===== src/rtl/quad_mask_generator.sv =====
// quad_mask_generator
//   Raster-order binary pixel source for an H_RES x V_RES frame. Each beat carries
//   one pixel: 1 when the pixel lies inside or on the quadrilateral UL->UR->DR->DL.
//   The four edge functions are built with multiplies once in SETUP, then stepped
//   by adds/subtracts while streaming.
//
// Optional feature: define QUAD_MASK_GENERATOR_COUNT_EN to add o_inside_count, the
//   number of accepted beats with o_data=1 in the current frame.
//
// Ports:
//   i_clk, i_rst         clock, synchronous active-high reset
//   i_start              start pulse, honoured only while idle; latches corners
//   i_ul/ur/dl/dr_addr   corner addresses {row[19:10], col[9:0]}
//   i_ready              downstream accepts the current beat
//   o_valid              o_data/o_row/o_col hold a pixel
//   o_data, o_row, o_col pixel value and its coordinates
//   o_busy               high in SETUP and RUN
//   o_frame_done         one-cycle pulse after the last pixel is accepted
//   o_inside_count       (optional) inside-pixel count for the frame
module quad_mask_generator #(
    parameter int unsigned H_RES = 800,
    parameter int unsigned V_RES = 600,
    parameter int unsigned ACC_W = 24
) (
    input  logic        i_clk,
    input  logic        i_rst,
    input  logic        i_start,
    input  logic [19:0] i_ul_addr,
    input  logic [19:0] i_ur_addr,
    input  logic [19:0] i_dl_addr,
    input  logic [19:0] i_dr_addr,
    input  logic        i_ready,
    output logic        o_valid,
    output logic        o_data,
    output logic [9:0]  o_row,
    output logic [9:0]  o_col,
    output logic        o_busy,
    output logic        o_frame_done
`ifdef QUAD_MASK_GENERATOR_COUNT_EN
    ,
    output logic [18:0] o_inside_count
`endif
);

    localparam logic [9:0] LastCol = 10'(H_RES - 1);
    localparam logic [9:0] LastRow = 10'(V_RES - 1);

    typedef enum logic [1:0] {StIdle, StSetup, StRun} state_e;

    state_e state_q, state_d;
    logic [19:0] ul_q, ul_d, ur_q, ur_d, dl_q, dl_d, dr_q, dr_d;
    // e_*: edge value at the current pixel; acc_*: edge value at column 0 of the row
    logic signed [ACC_W-1:0] e_q [4];
    logic signed [ACC_W-1:0] e_d [4];
    logic signed [ACC_W-1:0] acc_q [4];
    logic signed [ACC_W-1:0] acc_d [4];
    logic        valid_q, valid_d, data_q, data_d, busy_q, busy_d, done_q, done_d;
    logic [9:0]  row_q, row_d, col_q, col_d;
    logic        load_pix;
`ifdef QUAD_MASK_GENERATOR_COUNT_EN
    logic [18:0] count_q, count_d;
`endif

    // Edge endpoints and derived terms
    logic [9:0]              p0_r [4];
    logic [9:0]              p0_c [4];
    logic [9:0]              p1_r [4];
    logic [9:0]              p1_c [4];
    logic signed [10:0]      d_row [4];
    logic signed [10:0]      d_col [4];
    logic signed [ACC_W-1:0] d_row_w [4];
    logic signed [ACC_W-1:0] d_col_w [4];
    logic signed [ACC_W-1:0] e_init [4];

    always_comb begin
        p0_r[0] = ul_q[19:10]; p0_c[0] = ul_q[9:0]; p1_r[0] = ur_q[19:10]; p1_c[0] = ur_q[9:0];
        p0_r[1] = ur_q[19:10]; p0_c[1] = ur_q[9:0]; p1_r[1] = dr_q[19:10]; p1_c[1] = dr_q[9:0];
        p0_r[2] = dr_q[19:10]; p0_c[2] = dr_q[9:0]; p1_r[2] = dl_q[19:10]; p1_c[2] = dl_q[9:0];
        p0_r[3] = dl_q[19:10]; p0_c[3] = dl_q[9:0]; p1_r[3] = ul_q[19:10]; p1_c[3] = ul_q[9:0];
        for (int k = 0; k < 4; k++) begin
            d_row[k]   = $signed({1'b0, p1_r[k]}) - $signed({1'b0, p0_r[k]});
            d_col[k]   = $signed({1'b0, p1_c[k]}) - $signed({1'b0, p0_c[k]});
            d_row_w[k] = {{(ACC_W - 11){d_row[k][10]}}, d_row[k]};
            d_col_w[k] = {{(ACC_W - 11){d_col[k][10]}}, d_col[k]};
            // E(0,0) = c0*(r1-r0) - r0*(c1-c0)
            e_init[k]  = $signed({{(ACC_W - 10){1'b0}}, p0_c[k]}) * d_row_w[k]
                       - $signed({{(ACC_W - 10){1'b0}}, p0_r[k]}) * d_col_w[k];
        end
    end

    always_comb begin
        state_d  = state_q;
        ul_d     = ul_q;
        ur_d     = ur_q;
        dl_d     = dl_q;
        dr_d     = dr_q;
        e_d      = e_q;
        acc_d    = acc_q;
        valid_d  = valid_q;
        data_d   = data_q;
        row_d    = row_q;
        col_d    = col_q;
        done_d   = 1'b0;
        load_pix = 1'b0;
`ifdef QUAD_MASK_GENERATOR_COUNT_EN
        count_d  = count_q;
`endif
        unique case (state_q)
            StIdle: begin
                if (i_start) begin
                    ul_d    = i_ul_addr;
                    ur_d    = i_ur_addr;
                    dl_d    = i_dl_addr;
                    dr_d    = i_dr_addr;
                    state_d = StSetup;
`ifdef QUAD_MASK_GENERATOR_COUNT_EN
                    count_d = '0;
`endif
                end
            end
            StSetup: begin
                e_d      = e_init;
                acc_d    = e_init;
                row_d    = '0;
                col_d    = '0;
                valid_d  = 1'b1;
                load_pix = 1'b1;
                state_d  = StRun;
            end
            StRun: begin
                if (valid_q && i_ready) begin
`ifdef QUAD_MASK_GENERATOR_COUNT_EN
                    if (data_q) count_d = count_q + 19'd1;
`endif
                    if (row_q == LastRow && col_q == LastCol) begin
                        valid_d = 1'b0;
                        done_d  = 1'b1;
                        state_d = StIdle;
                    end else if (col_q == LastCol) begin
                        for (int k = 0; k < 4; k++) begin
                            acc_d[k] = acc_q[k] + d_col_w[k];
                            e_d[k]   = acc_q[k] + d_col_w[k];
                        end
                        row_d    = row_q + 10'd1;
                        col_d    = '0;
                        load_pix = 1'b1;
                    end else begin
                        for (int k = 0; k < 4; k++) e_d[k] = e_q[k] - d_row_w[k];
                        col_d    = col_q + 10'd1;
                        load_pix = 1'b1;
                    end
                end
            end
            default: state_d = StIdle;
        endcase
        // Inside when no edge value is negative
        if (load_pix) begin
            data_d = 1'b1;
            for (int k = 0; k < 4; k++) begin
                if (e_d[k][ACC_W-1]) data_d = 1'b0;
            end
        end
        busy_d = (state_d != StIdle);
    end

    always_ff @(posedge i_clk) begin
        if (i_rst) begin
            state_q <= StIdle;
            ul_q    <= {10'd0, 10'd0};
            ur_q    <= {10'd0, LastCol};
            dl_q    <= {LastRow, 10'd0};
            dr_q    <= {LastRow, LastCol};
            for (int k = 0; k < 4; k++) begin
                e_q[k]   <= '0;
                acc_q[k] <= '0;
            end
            valid_q <= 1'b0;
            data_q  <= 1'b0;
            row_q   <= '0;
            col_q   <= '0;
            busy_q  <= 1'b0;
            done_q  <= 1'b0;
`ifdef QUAD_MASK_GENERATOR_COUNT_EN
            count_q <= '0;
`endif
        end else begin
            state_q <= state_d;
            ul_q    <= ul_d;
            ur_q    <= ur_d;
            dl_q    <= dl_d;
            dr_q    <= dr_d;
            for (int k = 0; k < 4; k++) begin
                e_q[k]   <= e_d[k];
                acc_q[k] <= acc_d[k];
            end
            valid_q <= valid_d;
            data_q  <= data_d;
            row_q   <= row_d;
            col_q   <= col_d;
            busy_q  <= busy_d;
            done_q  <= done_d;
`ifdef QUAD_MASK_GENERATOR_COUNT_EN
            count_q <= count_d;
`endif
        end
    end

    assign o_valid      = valid_q;
    assign o_data       = data_q;
    assign o_row        = row_q;
    assign o_col        = col_q;
    assign o_busy       = busy_q;
    assign o_frame_done = done_q;
`ifdef QUAD_MASK_GENERATOR_COUNT_EN
    assign o_inside_count = count_q;
`endif

endmodule


===== config.mk =====
export PLATFORM = sky130hd
export DESIGN_NAME = quad_mask_generator
export DESIGN_NICKNAME = d
export VERILOG_FILES = /design/src/rtl/quad_mask_generator.sv
export SDC_FILE = /design/constraint.sdc
export NUM_CORES = 2
export LEC_CHECK = 0
export ABC_AREA = 1
export CAP_MARGIN = 20
export CORE_MARGIN = 8
export CORE_UTILIZATION = 48
export CTS_CLUSTER_DIAMETER = 150
export DETAILED_ROUTE_END_ITERATION = 8
export PLACE_DENSITY = 0.75
export SYNTH_ARGS = -nofsm -noshare
export SYNTH_HDL_FRONTEND = slang
export SYNTH_SLANG_ARGS = --single-unit

===== constraint.sdc =====
create_clock -name i_clk -period 7.25 [get_ports i_clk]
set_clock_uncertainty 0.1 [all_clocks]
set_input_delay 1.45 -clock i_clk [delete_from_list [all_inputs] [get_ports i_clk]]
set_output_delay 1.45 -clock i_clk [all_outputs]
set_load 0.005 [all_outputs]

==> load_flow_metrics.sql <==
INSERT INTO impl_metrics (metric_group, metric, value, unit) VALUES
('worst_setup_path', 'timing.critical_path.to_type', 'register', ''),
('cells_and_area', 'drive_above_1_share', '0.221', ''),
('cells_and_area', 'instances_no_fill', '10700', ''),
('cells_and_area', 'finish.net_count', '10600', ''),
('worst_setup_path', 'cp_common_cell', 'fa_1', ''),
('route', 'drt_pre_antenna_iters', '6', ''),
('cts', 'htree_num_levels', '2', ''),
('cts', 'numCtsBuffers', '44', ''),
('logic_synthesis', 'post-synth-top-area-cell', 'fa_1', ''),
('outcome', 'failing_checks', 'setup timing', ''),
('cts', 'path_clk_slew', '0.06', 'ns'),
('route', 'drc', '0', ''),
('global_route', 'number_of_antenna_violations_at_the_first_check_in_global_routing', '10', ''),
('cts', 'cts_tree', 'built', ''),
('sta', 'grt_setup_unrepaired', 'true', ''),
('logic_synthesis', 'synthFlopType', 'dfxtp_1', ''),
('logic_synthesis', 'post-synth-top-count-cell', 'nand2_1', ''),
('die', 'num_io_pins', '108', ''),
('placement', 'place_inst', '10500', ''),
('die', 'core.rowCount', '127', ''),
('route', 'detailroute.via_count', '59800', ''),
('logic_synthesis', 'postSynthNetCount', '9671', ''),
('logic_synthesis', 'ys_top_cells_by_area', 'fa_1 (26%), ha_1 (16%), nand2_1 (11%)', ''),
('global_route', 'grt.overflow.total', '0', ''),
('logic_synthesis', 'post_synth.cell_area_avg', '7.17', 'um2'),
('logic_synthesis', 'synthesis.area', '0.0581', 'mm2'),
('route', 'route.detailed.vias_per_inst', '5.57', ''),
('cts', 'clkSinkCount', '298', ''),
('route', 'detail_route.wirelength', '223000', 'um'),
('logic_synthesis', 'synth.top_cells.by_count', 'nand2_1 (1765), inv_1 (1635), nor2_1 (776)', ''),
('die', 'floorplan.die.width', '364', 'um'),
('worst_setup_path', 'crit_start', 'ur_q[2]', ''),
('sta', 'setup_tns', '-37.29', 'ns'),
('die', 'dieHeight', '364', 'um'),
('logic_synthesis', 'synth_edf_count', '0', ''),
('route', 'number_of_drc_markers_in_iteration_0', '5836', ''),
('die', 'core_region_area', '0.120', 'mm2'),
('placement', 'place_congestion', '1.04', ''),
('cts', 'cts.path.max_buffers', '3', ''),
('cts', 'clock_insertion_delay_at_the_later_pin_of_the_skew_report', '0.65', 'ns'),
('sta', 'layout_worst_path_cycle_share', '1.09', ''),
('worst_setup_path', 'worstPathMaxFanout', '5', ''),
('cts', 'cts.hold.buffers_added', '0', ''),
('placement', 'place.detailed.hpwl', '177000', 'um'),
('worst_setup_path', 'crit_end', 'o_data', ''),
('worst_setup_path', 'worst-r2r-cell-count', '40', ''),
('sta', 'timing.max_slew.rel_slack', '0.292', ''),
('global_route', 'grt_pass1_wl', '334000', 'um'),
('worst_setup_path', 'ff2ff_setup_slack', '-0.62', 'ns'),
('sta', 'hold_violations', '0', ''),
('sta', 'period_minus_slack', '7.87', 'ns'),
('outcome', 'status', 'complete, but fails checks', ''),
('global_route', 'groute.usage.overall', '0.322', ''),
('worst_setup_path', 'timing.critical_path.from_type', 'register', ''),
('global_route', 'first_global_vias', '59700', ''),
('worst_setup_path', 'r2r-end', 'o_data', ''),
('logic_synthesis', 'flops_latches_synth', '298', ''),
('hold_path', 'hold_class', 'register to register', ''),
('sta', 'tightestPinTransition', '1.06', 'ns'),
('die', 'floorplan.die_area', '0.132', 'mm2'),
('logic_synthesis', 'netlist-cell-type-count', '51', ''),
('worst_setup_path', 'crit_arrival', '8.31', 'ns'),
('cts', 'clk_root_buffer_cell', 'clkbuf_16', ''),
('sta', 'worst_slack', '-0.623', 'ns'),
('route', 'post_drt_wl_per_cell', '20.8', 'um'),
('sta', 'finalSetupViolCount', '106', ''),
('cells_and_area', 'syn_to_final_growth', '28.7', '%'),
('worst_setup_path', 'cp.required', '7.69', 'ns'),
('die', 'initial_utilization', '0.484', ''),
('placement', 'portBuffers', '107', ''),
('worst_setup_path', 'cpMaxStageDelayCell', 'fa_1', '');
-- sequential cells by signal, summed over array words and instances (netlist names) --
| name | flops |
|---|---|
| acc_q | 96 |
| dl_q | 20 |
| dr_q | 20 |
| e_q | 96 |
| o_busy | 1 |
| o_col | 10 |
| o_data | 1 |
| o_frame_done | 1 |
| o_row | 10 |
| o_valid | 1 |
| state_q | 2 |
| ul_q | 20 |
| ur_q | 20 |
-- per-layer routing --
layer / share of wire / global-route usage
met5: 0.00038 / 0
met3: 0.11 / 0.0755
met1: 0.38 / 0.414
met2: 0.45 / 0.516
met4: 0.058 / 0.146
-- cells by family (layout without fill, tap and decap cells) --
kind of cell	Yosys count	after routing	share of synthesized area
buf+inv	1878	2890	0.122
fa+ha+maj	1486	1486	0.418
mux	3	3	0.000517
flops	298	298	0.103
other cells	0	4	0
xor+xnor	184	184	0.0277
simple gates	3086	3086	0.216
compound gates	1166	1166	0.113
-- what timing repair did --
action	CTS	global route
buffers inserted	110	64
endpoints found under the setup margin	126	131
resized for setup	663	531
pin swaps	336	396
-- per-stage QoR --
step	hold slack [ns]	instance area, um2	utilization	worst slack, ns
floorplan	0.333	58500	-	-0.0495
global placement	0.343	67700	0.565	-0.803
detailed placement	0.348	67700	0.565	-0.925
CTS	0.357	72500	0.604	-0.460
global route	0.370	74800	0.623	-0.953
finish	0.357	74800	0.623	-0.623
-- placed cells by master, fill, tap and decap left out, types with 51 or more instances in the layout --
master / synthesis / routed
nand2_4: 2 / 54
o21ai_0: 338 / 266
clkdlybuf4s50_1: 0 / 106
nand2_1: 1765 / 1614
nand4_1: 58 / 58
inv_2: 11 / 136
ha_1: 730 / 650
a21oi_2: 0 / 70
buf_6: 1 / 105
a21oi_1: 535 / 433
fa_2: 0 / 77
o211ai_1: 59 / 59
inv_1: 1635 / 1490
ha_4: 0 / 70
xnor2_1: 64 / 51
xor2_1: 120 / 89
nor2_1: 776 / 732
dfxtp_1: 298 / 264
buf_4: 6 / 865
fa_1: 756 / 679
nand2_2: 2 / 95
nand3_1: 323 / 276
-- area by class of cell --
| cell class | count | area [um2] |
|---|---|---|
| antenna | 4 | 10.0 |
| clock buffer | 59 | 1280 |
| clock inverter | 23 | 230 |
| fill | 10200 | 45200 |
| inverter | 1698 | 6550 |
| multi-input combinational | 5925 | 49300 |
| sequential | 298 | 6040 |
| tap | 1612 | 2020 |
| timing repair buffer | 1110 | 9390 |
-- critical path, delay by kind of cell (launching register included) --
family	cells	cell delay, ns
flip-flops	1	0.36
AND/OR/NAND/NOR	14	1.42
AO/OA/AOI/OAI	8	1.12
adder cells (fa/ha/maj)	9	3.83
XOR/XNOR	1	0.21
buffers and inverters	8	0.73
-- worst min path at each step --
| stage | endpoint | slack [ns] | cells after the start |
|---|---|---|---|
| final | acc_q[62] | 0.36 | 2 |
| after global routing | acc_q[6] | 0.37 | 2 |
| after CTS | acc_q[64] | 0.36 | 2 |
| after detailed placement | acc_q[41] | 0.35 | 2 |
| after global placement | acc_q[9] | 0.34 | 2 |
| after floorplan | acc_q[56] | 0.33 | 2 |
Power is left out: the tool's default activity adds up to more than one toggle a clock period on the data nets, which glitch-free logic cannot reach.
